==> src/rtl/stp_pkg.sv <==
// Shared defaults for the stepper-motor step-period timebase.
package stp_pkg;

    localparam int unsigned STP_CNT_W  = 32;
    localparam int unsigned STP_CLK_HZ = 50_000_000;

    typedef logic [STP_CNT_W-1:0] stp_cnt_t;

endpackage

==> src/rtl/stp_counter.sv <==
// Step-period up-counter with synchronous active-low clear and wrap pulse.
// Optional sticky overflow flag `ovf` when STP_COUNTER_OVF_EN is defined.
module stp_counter
    import stp_pkg::*;
#(
    parameter int unsigned WIDTH    = STP_CNT_W,
    parameter bit          SATURATE = 1'b0
) (
    input  logic             clk,
    input  logic             reset,
    input  logic             reset1_n,
    input  logic             en,
    output logic [WIDTH-1:0] q,
`ifdef STP_COUNTER_OVF_EN
    output logic             ovf,
`endif
    output logic             wrap
);

    logic [WIDTH-1:0] q_nxt;
    logic             wrap_nxt;
    logic             all_ones;

    assign all_ones = &q;

`ifdef STP_COUNTER_OVF_EN
    logic ovf_nxt;
`endif

    always_comb begin
        q_nxt    = q;
        wrap_nxt = 1'b0;
`ifdef STP_COUNTER_OVF_EN
        ovf_nxt  = ovf;
`endif
        // Clear beats enable, including at all-ones, so no wrap on a clear.
        if (!reset1_n) begin
            q_nxt = '0;
`ifdef STP_COUNTER_OVF_EN
            ovf_nxt = 1'b0;
`endif
        end else if (en) begin
            if (all_ones) begin
`ifdef STP_COUNTER_OVF_EN
                ovf_nxt = 1'b1;
`endif
                if (!SATURATE) begin
                    q_nxt    = '0;
                    wrap_nxt = 1'b1;
                end
            end else begin
                q_nxt = q + WIDTH'(1);
            end
        end
    end

    always_ff @(posedge clk or posedge reset) begin
        if (reset) begin
            q    <= '0;
            wrap <= 1'b0;
`ifdef STP_COUNTER_OVF_EN
            ovf  <= 1'b0;
`endif
        end else begin
            q    <= q_nxt;
            wrap <= wrap_nxt;
`ifdef STP_COUNTER_OVF_EN
            ovf  <= ovf_nxt;
`endif
        end
    end

endmodule

==> config.mk <==
export PLATFORM = sky130hd
export DESIGN_NAME = stp_counter
export DESIGN_NICKNAME = d
export VERILOG_FILES = /design/src/rtl/stp_pkg.sv /design/src/rtl/stp_counter.sv
export SDC_FILE = /design/constraint.sdc
export NUM_CORES = 1
export LEC_CHECK = 0
export BUFFER_PORTS_ARGS = -buffer_cell sky130_fd_sc_hd__buf_4
export CORE_MARGIN = 2
export CORE_UTILIZATION = 54
export DETAILED_ROUTE_END_ITERATION = 6
export PLACE_DENSITY = 0.79
export SLEW_MARGIN = 20
export SYNTH_ARGS = -nofsm -noshare
export SYNTH_HDL_FRONTEND = slang
export SYNTH_SLANG_ARGS = --single-unit
==> constraint.sdc <==
create_clock -name clk -period 2.6 [get_ports clk]
set_input_delay 0.39 -clock clk [delete_from_list [all_inputs] [get_ports clk]]
set_output_delay 0.39 -clock clk [all_outputs]
set_load 0.01 [all_outputs]
-- After elaboration in Yosys (flattened, before gate mapping)
Cells that the tools add are included.
- register bits: 33
- input port bits: 4
- output and inout port bits: 33
- add/sub/neg operators: 1
- eq/ne operators: 1
- mux-type cells: 6
- reduce and logical (&&, ||, !) cells: 1
- operator list (operator ; number):
    $mux 32 ; 3
    $add 32x1->32 const B ; 1
    $reduce_and 32->1 ; 1
    $mux 1 ; 3
    $ne 2x1->1 const B ; 1

-- Depth between registers and ports, before layout
- word-level depth: 4
- mapped depth: 6
- depth with buffers taken out: 5

-- Worst setup path before layout
No wires, ideal clock.
- path type: reg-to-reg
- from: register q[16]
- to: register q[10]
- library setup time: 0.119 ns
- arrival time: 1.929 ns
- slack: 0.553 ns
- cell stages (with the launch flop): 7
- buffers on the path: 1
- clock period less this slack: 2.047 ns
- cell sequence: dfrtp_1 and4_4 nand3_2 or4_4 o31ai_4 buf_6 nor2_1
- word-level cells in the longest chain between the ends: 4
- ends and longest elaborated chain (element ; line ; RTL):
    start, declared ; stp_counter.sv:13 ; output logic [WIDTH-1:0] q,
    start signal, assigned ; stp_counter.sv:65 ; q <= q_nxt;
    $reduce_and 32->1 ; stp_counter.sv:24 ; assign all_ones = &q;
    $mux 32 ; stp_counter.sv:43 ; if (all_ones) begin
    $mux 32 ; stp_counter.sv:42 ; end else if (en) begin
    $mux 32 ; stp_counter.sv:37 ; if (!reset1_n) begin
No other way between the ends. The select of a mux whose other input is x is not followed.
A chain may end at the register's enable or synchronous reset.

-- Worst setup path in the final report
- from: register q[16]
- to: register q[3]
The elaborated chain is that of the path after synthesis.

==> impl_metrics.env <==
export IMPL_avgSynthCellArea_um2=9.59
export IMPL_core_area_um2=3100
export IMPL_path_cells="and4_4 -> nand3_2 -> or4_4 -> o31ai_4 -> buf_4 -> nor2_1"
export IMPL_rows=20
export IMPL_clock_latency_ps=340
export IMPL_end_kind="register"
export IMPL_antenna_cells=0
export IMPL_finalPower_uw=840
export IMPL_skew_ps=6.05
export IMPL_dr_pass1_iters=4
export IMPL_synth_common_cells="dfrtp_1, nor2_1, xnor2_1"
export IMPL_synth_top_area_cell="dfrtp_1"
export IMPL_ant_nets=0
export IMPL_synthArstFlopShare_pct=100
export IMPL_maxSlewViolCount=0
export IMPL_track_usage_pct=25.0
export IMPL_drc=0
export IMPL_hp_class="primary input to async pin"
export IMPL_synthCells=187
export IMPL_outcome="complete, no violations"
export IMPL_syn_nets=192
export IMPL_fillers=261
export IMPL_syn2layout_area_growth_pct=20.4
export IMPL_die_area_um2=3800
export IMPL_ys_seq_area_share_pct=46.0
export IMPL_grt_start_max_net_pins=34
export IMPL_slowest_delay_ps=560
export IMPL_clk_pin_slew_ps=100
export IMPL_fin_area_um2=2160
export IMPL_setup_violations_final=0
export IMPL_synth_top_area_share_pct=46.0
export IMPL_path_class="register to register"
export IMPL_cp_required_ps=2830
export IMPL_cts_sinks=33
export IMPL_tightest_slew_ps=630
export IMPL_synth_cell_type_count=33
export IMPL_gp_congestion=0.838
export IMPL_fp_dieW_um=61.6
export IMPL_cap_violations=0
export IMPL_cts_resized=0
export IMPL_layout_min_cycle_time_ps=2130
export IMPL_root_buffer="clkbuf_4"
export IMPL_cpMaxStageDelayCell="or4_4"
export IMPL_crit_family="simple AND/OR/NAND/NOR gates"
export IMPL_grt_ovfl_total=0
export IMPL_drive_above_1_share_pct=24.9
export IMPL_final_core_util_pct=69.6
export IMPL_clockBufferDepth=2
export IMPL_timing_max_slew_rel_slack_pct=57.9
export IMPL_cts_tree="built"
export IMPL_die_y_um=61.6
export IMPL_yosysMostFrequentCell="dfrtp_1"
export IMPL_io_buffers=36
export IMPL_final_period_utilization_pct=81.8
export IMPL_ys_top_cells_by_area="dfrtp_1, xnor2_1, nor2_1"
export IMPL_hold_slack_ps=127
export IMPL_cp_num_buf_inv=1
export IMPL_nNetsFinal=233
export IMPL_synth_ff_type="dfrtp_1"
export IMPL_cp_max_fo=19
export IMPL_routedWlPerCell_um=15.6
export IMPL_synth_seq_cells=33
export IMPL_cp_start_kind="register"
export IMPL_fin_cells=273
export IMPL_placed_cells=265
export IMPL_powerDensity_nw_per_um2=389
export IMPL_yosysWarnings=0
export IMPL_dpl_cell_area_um2=2110
export IMPL_numCtsBuffers=5
export IMPL_fmax_mhz=470
export IMPL_rsz0062_at_grt="false"
export IMPL_dr_total_vias=1571
export IMPL_ir_worst_vdd_v=0.000246
export IMPL_ios=37
export IMPL_start_util_pct=57.8
export IMPL_post_route_worst_setup_slack_ps=473
export IMPL_synth_edff_count=0
export IMPL_dp_hpwl_mm=3.06
export IMPL_leakage_nw=0.924
export IMPL_drt_initial_drc_count=104
export IMPL_cts_hold_buf=0
export IMPL_tns_ps=0
export IMPL_preCtsSetupSlack_ps=510
export IMPL_grt_pass1_vias=1482
export IMPL_cts_max_level=2
export IMPL_cts_setup_buffers=0
export IMPL_antenna_found_initial=0
export IMPL_cp_arrival_ps=2360
export IMPL_grt_pass1_wl_mm=6.88
export IMPL_drt_total_wl_mm=4.27
export IMPL_hold_viol_final=0
export IMPL_synth_area_um2=1790
export IMPL_vias_per_cell=5.75
[worst reg2reg max path: stages, from the launching register on]
cell and delay [ps]:
dfrtp_1 500, and4_4 300, nand3_2 100, or4_4 560, o31ai_4 200, buf_4 270
nor2_1 90
[routing by layer]
| metal | wire length, um | GRT usage, % |
|---|---|---|
| met4 | 89 | 11.9 |
| met5 | 0 | 0 |
| met3 | 244 | 7.14 |
| met2 | 2050 | 38.0 |
| met1 | 1890 | 32.9 |
[worst paths after layout]
kind	start	to	slack, ps	depth (start not counted)
hold / removal	reset	q[13]$_DFFE_PP0P_	130	3
hold reg to reg	q[27]$_DFFE_PP0P_	q[27]$_DFFE_PP0P_	610	2
setup / recovery	q[16]$_DFFE_PP0P_	q[3]$_DFFE_PP0P_	470	6
setup reg to reg	q[16]$_DFFE_PP0P_	q[3]$_DFFE_PP0P_	470	6
max in group asynchronous	reset	q[23]$_DFFE_PP0P_	2170	3
min in group clk	reset1_n	q[30]$_DFFE_PP0P_	340	3
[cell usage in the layout, fill, tap and decap left out, drive strengths merged]
cell type | netlist | routed
xnor2 | 20 | 20
dfrtp | 33 | 33
clkinv | 0 | 2
nor3 | 7 | 7
or3 | 1 | 1
mux2 | 1 | 1
nand2 | 12 | 12
and4 | 1 | 1
and3 | 5 | 5
nor2 | 30 | 30
xor2 | 8 | 8
or4 | 3 | 3
ha | 1 | 1
nor4b | 1 | 1
nor2b | 2 | 2
o31ai | 3 | 3
a21oi | 1 | 1
nand2b | 1 | 1
nand4 | 15 | 15
or2 | 1 | 1
nand3 | 11 | 11
a31o | 1 | 1
buf | 2 | 40
nor4 | 15 | 15
inv | 7 | 7
clkbuf | 4 | 6
a22o | 1 | 1
[state kept, by name, summed over array words and instances (netlist names)]
name / flops
q: 32
wrap: 1
[report_power, final]
group | total (mW) | internal [mW] | switching (mW)
clock | 0.275 | 0.103 | 0.173
combinational | 0.0444 | 0.0153 | 0.0290
sequential | 0.521 | 0.516 | 0.00490
[logic make-up (layout without fill, tap and decap cells)]
group | Yosys count | after routing | synth area share [%]
AO/OA/AOI/OAI | 6 | 6 | 3.28
XOR/XNOR | 28 | 28 | 13.7
adder cells (fa/ha/maj) | 1 | 1 | 0.697
buffers and inverters | 13 | 55 | 3.77
flip-flops | 33 | 33 | 46.0
multiplexers | 1 | 1 | 0.628
AND/OR/NAND/NOR | 105 | 105 | 31.9
[layout make-up]
| class | count | area [um^2] | area share [%] |
|---|---|---|---|
| clock buffer | 6 | 41.3 | 1.91 |
| tap | 44 | 55.1 | 2.55 |
| clock inverter | 2 | 10.0 | 0.463 |
| sequential | 33 | 826 | 38.2 |
| timing repair buffer | 40 | 300 | 13.9 |
| multi-input combinational | 141 | 901 | 41.7 |
| inverter | 7 | 26.3 | 1.22 |
Note: power is estimated with default switching activity, not from simulation.
